### src/rtl/rf_stream_pkg.sv
// Shared definitions for the register-file stream port.
// Contents: default widths, FSM state constants, transfer mode enum.
package rf_stream_pkg;

  localparam int DEFAULT_DATA_W = 32;
  localparam int DEFAULT_ADDR_W = 5;

  // state   | meaning
  // IDLE    | waiting for start_i
  // DUMP    | reading registers into the output stream register
  // DRAIN   | last word loaded, waiting for its handshake
  // LOAD    | accepting input words and writing them to the register file
  // DONE    | one-cycle completion pulse (err_o too if the range was empty)
  localparam logic [2:0] ST_IDLE  = 3'd0;
  localparam logic [2:0] ST_DUMP  = 3'd1;
  localparam logic [2:0] ST_DRAIN = 3'd2;
  localparam logic [2:0] ST_LOAD  = 3'd3;
  localparam logic [2:0] ST_DONE  = 3'd4;

  typedef enum logic {
    MODE_DUMP = 1'b0,
    MODE_LOAD = 1'b1
  } mode_t;

endpackage

### src/rtl/rf_addr_seq.sv
// Address sequencer shared by dump and load: holds the current pointer and
// the inclusive end address, and flags when the pointer sits on the end.
// Ports:
//   clk, rst         clock, async active-high reset
//   load             capture first_addr into ptr and last_addr as the end
//   inc              advance ptr by one
//   first_addr       start of range
//   last_addr        inclusive end of range
//   ptr              current address
//   is_last          ptr equals the captured end address
module rf_addr_seq
  import rf_stream_pkg::*;
#(
  parameter int ADDR_W = DEFAULT_ADDR_W
) (
  input  logic              clk,
  input  logic              rst,
  input  logic              load,
  input  logic              inc,
  input  logic [ADDR_W-1:0] first_addr,
  input  logic [ADDR_W-1:0] last_addr,
  output logic [ADDR_W-1:0] ptr,
  output logic              is_last
);

  logic [ADDR_W-1:0] last_q;

  always_ff @(posedge clk or posedge rst) begin
    if (rst) begin
      ptr    <= '0;
      last_q <= '0;
    end else if (load) begin
      ptr    <= first_addr;
      last_q <= last_addr;
    end else if (inc) begin
      ptr    <= ptr + 1'b1;
    end
  end

  // Completion is an equality compare, so a range ending at the top address
  // never relies on the pointer wrapping.
  assign is_last = (ptr == last_q);

endmodule

### src/rtl/rf_stream_port.sv
// Sequencing initiator for the register file. Walks an inclusive address
// range, either dumping registers onto a valid/ready output stream or loading
// words from a valid/ready input stream into consecutive registers.
// Ports:
//   clk_i, rst_i                       clock, async active-high reset
//   start_i, mode_i                    start command and mode (0 dump, 1 load)
//   first_addr_i, last_addr_i          inclusive range, sampled with start_i
//   busy_o, done_o, err_o              status; err_o marks an empty range
//   rf_we_o, rf_waddr_o, rf_wdata_o    register file write port
//   rf_raddr_o, rf_rdata_i             register file read port (combinational)
//   s_valid_i, s_ready_o, s_data_i     load input stream
//   m_valid_o, m_ready_i, m_data_o     dump output stream
module rf_stream_port
  import rf_stream_pkg::*;
#(
  parameter int DATA_W = DEFAULT_DATA_W,
  parameter int ADDR_W = DEFAULT_ADDR_W
) (
  input  logic              clk_i,
  input  logic              rst_i,
  input  logic              start_i,
  input  logic              mode_i,
  input  logic [ADDR_W-1:0] first_addr_i,
  input  logic [ADDR_W-1:0] last_addr_i,
  output logic              busy_o,
  output logic              done_o,
  output logic              err_o,
  output logic              rf_we_o,
  output logic [ADDR_W-1:0] rf_waddr_o,
  output logic [DATA_W-1:0] rf_wdata_o,
  output logic [ADDR_W-1:0] rf_raddr_o,
  input  logic [DATA_W-1:0] rf_rdata_i,
  input  logic              s_valid_i,
  output logic              s_ready_o,
  input  logic [DATA_W-1:0] s_data_i,
  output logic              m_valid_o,
  input  logic              m_ready_i,
  output logic [DATA_W-1:0] m_data_o
);

  logic [2:0]        state;
  logic              err_q;
  logic              m_valid_q;
  logic [DATA_W-1:0] m_data_q;
  logic [ADDR_W-1:0] ptr;
  logic              is_last;
  logic              seq_load;
  logic              seq_inc;
  logic              beat_load;
  logic              s_xfer;
  logic              empty_range;

  assign empty_range = (first_addr_i > last_addr_i);
  assign seq_load    = (state == ST_IDLE) && start_i;

  // The output register takes a new word when it is empty or when its
  // current word is handed off on this same edge.
  assign beat_load = (state == ST_DUMP) && (!m_valid_q || m_ready_i);
  assign s_xfer    = (state == ST_LOAD) && s_valid_i;

  // Hold the pointer on the final word so it never steps past the range end.
  assign seq_inc = (beat_load || s_xfer) && !is_last;

  rf_addr_seq #(
    .ADDR_W(ADDR_W)
  ) u_addr_seq (
    .clk       (clk_i),
    .rst       (rst_i),
    .load      (seq_load),
    .inc       (seq_inc),
    .first_addr(first_addr_i),
    .last_addr (last_addr_i),
    .ptr       (ptr),
    .is_last   (is_last)
  );

  always_ff @(posedge clk_i or posedge rst_i) begin
    if (rst_i) begin
      state     <= ST_IDLE;
      err_q     <= 1'b0;
      m_valid_q <= 1'b0;
      m_data_q  <= '0;
    end else begin
      case (state)
        ST_IDLE: begin
          if (start_i) begin
            if (empty_range) begin
              state <= ST_DONE;
              err_q <= 1'b1;
            end else if (mode_t'(mode_i) == MODE_LOAD) begin
              state <= ST_LOAD;
            end else begin
              state <= ST_DUMP;
            end
          end
        end
        ST_DUMP: begin
          if (beat_load) begin
            m_data_q  <= rf_rdata_i;
            m_valid_q <= 1'b1;
            if (is_last) state <= ST_DRAIN;
          end
        end
        ST_DRAIN: begin
          if (m_ready_i) begin
            m_valid_q <= 1'b0;
            state     <= ST_DONE;
          end
        end
        ST_LOAD: begin
          if (s_xfer && is_last) state <= ST_DONE;
        end
        ST_DONE: begin
          state <= ST_IDLE;
          err_q <= 1'b0;
        end
        default: state <= ST_IDLE;
      endcase
    end
  end

  assign busy_o = (state == ST_DUMP) || (state == ST_DRAIN) || (state == ST_LOAD);
  assign done_o = (state == ST_DONE);
  assign err_o  = (state == ST_DONE) && err_q;

  assign rf_raddr_o = ((state == ST_DUMP) || (state == ST_DRAIN)) ? ptr : '0;

  // Write port is combinational from the input handshake so the word lands
  // on the transfer edge; register 0 is read-only and is skipped.
  assign s_ready_o  = (state == ST_LOAD);
  assign rf_we_o    = s_xfer && (ptr != '0);
  assign rf_waddr_o = s_xfer ? ptr : '0;
  assign rf_wdata_o = s_xfer ? s_data_i : '0;

  assign m_valid_o = m_valid_q;
  assign m_data_o  = m_data_q;

endmodule

### config.mk
export PLATFORM = sky130hd
export DESIGN_NAME = rf_stream_port
export DESIGN_NICKNAME = d
export VERILOG_FILES = /design/src/rtl/rf_stream_pkg.sv /design/src/rtl/rf_addr_seq.sv /design/src/rtl/rf_stream_port.sv
export SDC_FILE = /design/constraint.sdc
export NUM_CORES = 1
export LEC_CHECK = 0
export CAP_MARGIN = 10
export CORE_ASPECT_RATIO = 0.6
export CORE_MARGIN = 8
export CORE_UTILIZATION = 41
export CTS_BUF_LIST = sky130_fd_sc_hd__clkbuf_4
export DETAILED_ROUTE_END_ITERATION = 16
export PLACE_DENSITY = 0.94
export REMOVE_ABC_BUFFERS = 1
export SYNTH_ARGS = -nofsm -noshare
export SYNTH_HDL_FRONTEND = slang
export SYNTH_HIERARCHICAL = 1
export SYNTH_SLANG_ARGS = --single-unit
### constraint.sdc
create_clock -name clk_i -period 3.51 [get_ports clk_i]
set_clock_uncertainty 0.15 [all_clocks]
set_input_delay 0.702 -clock clk_i [delete_from_list [all_inputs] [get_ports clk_i]]
set_output_delay 0.702 -clock clk_i [all_outputs]
set_load 0.01 [all_outputs]
==> run metrics <==
Slew @ Worst Pin=0.577 ns; final WL=8.35 mm; Seq/Total Area, Yosys=0.456; post-CTS setup-driven buffer insertion count=0; Yosys warnings=6; Root Driver=clkbuf_4; CP Data Arrival Time=between 2 and 2.5 ns; Fin Hold WS=0.374 ns; antenna violations before repair=0; gr usage total=0.180; Starting DRT DRC Count=55; CTS resizes=0; commonest non-fill, non-tap cells in the layout=clkdlybuf4s50_1 (159), dfrtp_1 (47), and2_1 (44); Detail Placement HPWL=approximately 6.9 mm; global route total overflow=0; setup TNS=0 ns; CTS sink count=between 40 and 50; clk buf depth=2; Synth Register Bits=47; worst min path class=flop to flop; share of layout cells above drive strength 1=0.135; placed inst area=4250 sq um; Vias/cell=about 4.6; VDD IR max=0.000524 V; post-layout instance area=4330 sq um; Area Overhead vs Synth=67.6%; number of enable flip-flop cells after synthesis=0; drt wl/cell=17.8 um; setup violators final=0; Antenna Nets Post-Route=0; I/O pins=160; Distinct cells, synth=32; Main synth FF type=dfrtp_1; number of global-route vias before repair=2318; final worst path period share=0.917; element type at the critical path end=output port; routed vias=2164; Clk Latency, worst-skew pair=around 0.36 ns; max-cap violation count=0; Startpoint Class=input port; Syn Std Cell Area=around 2600 sq um; async set-reset flop share out of synthesis=1.00; Critical Path RT=2.66 ns; Final Power=3.18 mW; Yosys top cell area share=0.456; die height=77.5 um; area leader, netlist=dfrtp_1; CTS tree=built; initial core utilization=0.422; # nets final=around 470; Area contributors post-synth=dfrtp_1 (46%), mux2_4 (17%), and2_1 (11%); syn_area_per_cell=11.6 sq um; Die ar.=9170 sq um; Fmax achieved=~0.31 GHz; TritonRoute pass-1 iters=4; CORE AREA=6110 sq um; first-pass GRT wire length=13.1 mm; crit path time final=3.22 ns; H-tree depth=2; Num CTS Buffers=5; row count=22; Die W=118 um; commonest non-fill, non-tap cell in the layout=clkdlybuf4s50_1; status=finished clean; # DRC=0; worst hold path cell count=2; Hold Violations, Final=0; GP Congestion=0.876; clk slew on worst S/H paths=0.12 ns; I/O Buffers=159; relative slew slack=0.615; unrepaired setup endpoints after global routing=no; Setup CP Type=input port to output port; largest net degree at the start of global routing=38; Pleak=1.89 nW; Syn Inst Count=around 220; pwr dens=736 nW/um^2; hold_buf cts=0; Slew Viols, Final=0; n_diodes=0; reg2reg path depth=8; crit path max fanout=37
## synthesized netlist by cell type (2+ instances only)
library cell  instances
dfrtp_1              47
and2_1               44
mux2_4               29
inv_1                11
nand2_1              10
a21oi_1               9
mux2_2                9
nor2_1                9
buf_6                 6
ha_1                  6
xnor2_1               6
o21ai_0               4
xor2_1                4
clkbuf_1              3
nand3_1               3
nand4_1               3
a21o_1                2
nor3_1                2
or3_1                 2
## metrics by stage
step | util | worst slack, ns | instances
floorplan | - | 0.336 | 212
global placement | 0.695 | 0.318 | 460
detailed placement | 0.695 | 0.280 | 460
CTS | 0.708 | 0.278 | 468
global route | 0.708 | 0.198 | 468
finish | 0.708 | 0.291 | 468
## final timing paths
path / start / to / slack [ns]
max: s_valid_i / rf_wdata_o[16] / 0.29
min: err_q / err_q / 0.37
max reg2reg: u_addr_seq/ptr[0] / u_addr_seq/ptr[4] / 1.30
min reg2reg: err_q / err_q / 0.37
max in group asynchronous: rst_i / m_data_o[7] / 2.09
min in group asynchronous: rst_i / m_valid_o / 0.47
## layout make-up
class                           count  area (sq um)
Inverter                           11          41.3
Sequential cell                    47          1180
Clock inverter                      3          42.5
Clock buffer                        5          37.5
Fill cell                         473          1790
Tap cell                           84           105
Timing Repair Buffer              164          1640
Multi-Input combinational cell    154          1280
## logic make-up after synthesis
family / after synthesis / share of synthesized area
flops: 47 / 0.456
buf+inv: 21 / 0.0485
mux: 39 / 0.212
xor+xnor: 10 / 0.0339
fa+ha+maj: 6 / 0.0291
simple gates: 78 / 0.173
compound gates: 21 / 0.0485
## flip-flops by register name, indices dropped and copies added, names as in the netlist
register	flops
err_q	1
m_data_o	32
m_valid_o	1
state	3
u_addr_seq/last_q	5
u_addr_seq/ptr	5
## worst max-delay path: stages
cell,delay [ns]
clkdlybuf4s50_1,0.48
nand2_1,0.09
nor2_1,0.21
buf_12,0.19
and2_1,0.14
clkdlybuf4s50_1,0.55
## power by group
part,switching [mW],internal (mW)
clock network,0.173,0.150
logic,0.674,1.12
registers,0.247,0.817
total,1.09,2.09
## metal layers
metal | GRT usage | wire length (um) | up-vias
met5 | 0 | 0 | -
met3 | 0.0723 | 836 | 7
met2 | 0.313 | 4000 | 103
li1 | - | - | 1062
met1 | 0.203 | 3440 | 992
met4 | 0.0452 | 72 | 0
Power figures use the tool's default switching activity.
==> RTL edit 1, RTL diff (config.mk and constraints unchanged) <==
The package constant `DEFAULT_DATA_W` goes from 32 to 28.
--- a/src/rtl/rf_stream_pkg.sv
+++ b/src/rtl/rf_stream_pkg.sv
@@ -2,7 +2,7 @@
 // Contents: default widths, FSM state constants, transfer mode enum.
 package rf_stream_pkg;
 
-  localparam int DEFAULT_DATA_W = 32;
+  localparam int DEFAULT_DATA_W = 28;
   localparam int DEFAULT_ADDR_W = 5;
 
   // state   | meaning
Ports: changed (resized m_data_o, rf_rdata_i, rf_wdata_o and s_data_i); port bits go from 160 to 144. The function was not compared with the original's and may differ.
==> RTL edit 1 against the original RTL <==
  * Area after synthesis fell by 9.6%
  * Final area fell by 9.3%
  * Total power fell by 9.9%
  * Critical path depth fell by 1
  * Wire length fell by 9.3%
  * Sequential cell count fell by 4
  * Global-route usage fell by 0.069 points
  * Worst setup slack got worse by 0.013 ns
==> RTL edit 1: results <==
set metrics [dict create \
    clock_latency_ns 0.34 \
    final_nets 431 \
    dp_worst_setup_slack_ns 0.283 \
    drtIter0Drc 75 \
    cp_slowest_cell "dfrtp_1" \
    yosysSeqAreaShare_pct 46.1 \
    swShare_pct 34.8 \
    wl_um 7570 \
    dp_hpwl_um 6420 \
    nFillCells 412 \
    io_buffers 143 \
    largest_reg_flops 28 \
    grt_pass1_vias 2241 \
    p_leak_nw 1.66 \
    cpPeakStageDelay_ns 0.62 \
    gp_congestion 0.854 \
    tightest_slew_ns 0.547 \
    dr.pass1.iters 4 \
    dr_total_vias 2062 \
    min-delay-path-class "reg2reg" \
    drive_above_1_share_pct 13.8 \
    clock_path_buffers 2 \
    grt_pass1_wl_um 11800 \
    antenna_found_initial 1 \
    track_usage_pct 17.9 \
    crit_path_max_fanout 33 \
    status "complete, no violations" \
    grt_start_max_net_pins 34 \
    synth_cell_types 35 \
    synth_commonest_cells "dfrtp_1, and2_1, mux2_2" \
    vdd_drop_max_v 0.000473 \
    synth_area_leaders "dfrtp_1, mux2_2, and2_1" \
]
[RTL edit 1: critical path: cells and delay by family (launching register included)]
kind	cells	cell delay, ns
buffers and inverters	2	0.79
AND/OR/NAND/NOR	3	0.63
flip-flops	1	0.62
[RTL edit 1: final timing paths]
path	startpoint	endpoint	slack [ns]	cells past startpoint
max	state[0]$_DFFE_PP0P_	rf_wdata_o[0]	0.28	5
min	err_q$_DFFE_PP0P_	err_q$_DFFE_PP0P_	0.36	2
max reg2reg	state[0]$_DFFE_PP0P_	u_addr_seq/ptr[3]$_DFFE_PP0P_	1.25	8
min reg2reg	err_q$_DFFE_PP0P_	err_q$_DFFE_PP0P_	0.36	2
max in group asynchronous	rst_i	m_data_o[13]$_DFFE_PP0P_	2.05	3
min in group asynchronous	rst_i	u_addr_seq/last_q[3]$_DFFE_PP0P_	0.49	2
[RTL edit 1: cells by family (layout without fill, tap and decap cells)]
family                   after synthesis  in the layout  synth area share (%)
AO/OA/AOI/OAI                         21             21                  5.58
XOR/XNOR                              10             10                  3.75
adder cells (fa/ha/maj)                6              6                  3.22
buffers and inverters                 20            166                  4.61
flip-flops                            43             43                  46.1
multiplexers                          36             36                  18.8
other                                  0              1                     0
AND/OR/NAND/NOR                       72             72                  18.0
[RTL edit 1: cell type report]
type / instances / area share, %
diodes: 1 / 0.0638
multi-input cells: 145 / 29.5
repair buffers: 148 / 37.5
clock inverters: 3 / 1.08
inverters: 10 / 0.957
flip-flops and latches: 43 / 27.4
clock buffers: 5 / 0.957
well taps: 80 / 2.55
[RTL edit 1: per-layer routing]
layer | global-route usage, % | routed length (um)
met4 | 4.40 | 33
met3 | 8.43 | 880
met1 | 19.3 | 2960
met5 | 0 | 0
met2 | 31.6 | 3700
[RTL edit 1: power by group through the flow]
| stage | clock network (mW) | logic, mW | registers (mW) |
|---|---|---|---|
| finish | 0.313 | 1.57 | 0.986 |
| global route | 0.345 | 1.69 | 1.03 |
| global placement | 0 | 1.55 | 0.970 |
| floorplan | 0 | 0.733 | 1.02 |
| detailed placement | 0 | 1.59 | 0.996 |
| CTS | 0.323 | 1.60 | 0.989 |
[RTL edit 1: metrics by stage]
| step | instances | cell area, um2 |
|---|---|---|
| floorplan | 198 | 2260 |
| global placement | 426 | 3840 |
| detailed placement | 426 | 3840 |
| CTS | 434 | 3920 |
| global route | 435 | 3920 |
| finish | 435 | 3920 |
==> RTL edit 2, RTL diff (same flow settings) <==
Made on the original files. Put a register stage on the output `err_o`, without a reset. The value now appears one clock later. The other outputs are not delayed to match. Comments in the files are not updated.
--- a/src/rtl/rf_stream_port.sv
+++ b/src/rtl/rf_stream_port.sv
@@ -121,7 +121,9 @@
 
   assign busy_o = (state == ST_DUMP) || (state == ST_DRAIN) || (state == ST_LOAD);
   assign done_o = (state == ST_DONE);
-  assign err_o  = (state == ST_DONE) && err_q;
+  always_ff @(posedge clk_i) begin
+    err_o <= (state == ST_DONE) && err_q;
+  end
 
   assign rf_raddr_o = ((state == ST_DUMP) || (state == ST_DRAIN)) ? ptr : '0;
 
Check against the original RTL: not equivalent (a bounded check fails within 4 cycles, from zero or initial values and one cycle with rst_i high).
==> RTL edit 2 against the original RTL <==
  * Total power fell by 2.4%
  * Critical endpoint is now rf_wdata_o[21]
  * Largest cell class unchanged
  * Final area is essentially flat
  * Sequential cell count increased by 1
  * Wire length fell by 2.3%
  * Register-to-register slack got worse by 0.04 ns
  * Worst setup slack got worse by 0.0018 ns
  * Area after synthesis up 0.78%
  * Die area increased by 0.64%
==> RTL edit 2: results <==
set metrics [dict create \
    clkTransAtPathRegs_ns 0.14 \
    cp.arrival_ns 2.37 \
    dr_total_vias 2212 \
    track_usage_pct 17.4 \
    grt_pass1_wl_um 12800 \
    dp_hpwl_um 6960 \
    cts_buffers 5 \
    syn_inst 223 \
    crit_path_max_fanout 37 \
    drive_above_1_share_pct 13.5 \
    synthArstFlopShare_pct 97.9 \
    clock_latency_ns 0.35 \
    yosysSeqAreaShare_pct 46.0 \
    grt_start_max_net_pins 38 \
    ctsResizeCount 0 \
    grt_pass1_vias 2287 \
    drt-wirelength-per-cell_um 17.4 \
    yosysWarningCount 6 \
    dp.cells 462 \
    clock_path_buffers 2 \
    dp_worst_setup_slack_ns 0.279 \
    cpPeakStageDelay_ns 0.56 \
    post_cts_buffers 0 \
    antenna_found_initial 0 \
    synth_cell_types 33 \
    io_buffers 159 \
    vdd_drop_max_v 0.000447 \
    tightest_slew_ns 0.901 \
    critPathTopFamily "buffers and inverters" \
    min-delay-path-class "reg2reg" \
    htreeDepth 2 \
    postPlaceCellArea_um2 4270 \
    nFillCells 456 \
    status "complete, no violations" \
    synth_commonest_cells "dfrtp_1, and2_1, mux2_4" \
    dr.pass1.iters 4 \
    synth_area_leaders "dfrtp_1, mux2_4, and2_1" \
    p_leak_nw 1.89 \
    gp_congestion 0.869 \
    antenna_cells 0 \
    cp_slowest_cell "clkdlybuf4s50_1" \
    drtIter0Drc 73 \
    instances_no_fill 469 \
]
## RTL edit 2: metal layers
layer  GRT usage (%)  vias to the layer above  wire length (um)
li1                -                     1063                 -
met1            20.0                     1032              3400
met2            29.7                      108              3810
met3            7.59                        9               878
met4            3.64                        0                65
met5               0                        -                 0
## RTL edit 2: area by class of cell
class | instances | area, um2 | share of cell area, %
timing repair buffer | 165 | 1650 | 38.1
multi-input combinational | 154 | 1280 | 29.6
sequential | 48 | 1200 | 27.7
tap | 84 | 105 | 2.43
inverter | 11 | 41.3 | 0.955
clock buffer | 5 | 37.5 | 0.868
clock inverter | 2 | 12.5 | 0.289
## RTL edit 2: cells by family (layout without fill, tap and decap cells)
family	count (synthesis)	in the layout	share of synthesized area, %
AND/OR/NAND/NOR	78	78	17.1
XOR/XNOR	10	10	3.37
adder cells (fa/ha/maj)	6	6	2.89
flip-flops	48	48	46.0
buffers and inverters	21	183	4.81
multiplexers	39	39	21.0
AO/OA/AOI/OAI	21	21	4.81
## RTL edit 2: path summary, 6_finish.rpt
check,depth (start not counted),startpoint,slack (ns),end
max,6,s_valid_i,0.29,rf_wdata_o[21]
min,1,m_data_o[28]$_DFFE_PP0P_,0.38,m_data_o[28]$_DFFE_PP0P_
max reg2reg,8,u_addr_seq/ptr[0]$_DFFE_PP0P_,1.26,u_addr_seq/ptr[4]$_DFFE_PP0P_
min reg2reg,1,m_data_o[28]$_DFFE_PP0P_,0.38,m_data_o[28]$_DFFE_PP0P_
max in group asynchronous,3,rst_i,1.85,m_data_o[25]$_DFFE_PP0P_
min in group asynchronous,2,rst_i,0.49,u_addr_seq/last_q[1]$_DFFE_PP0P_
## RTL edit 2: report_power, final
group	switching [mW]	internal (mW)
Clock	0.168	0.0737
Sequential	0.241	0.830
Combinational	0.669	1.13
Total	1.08	2.03
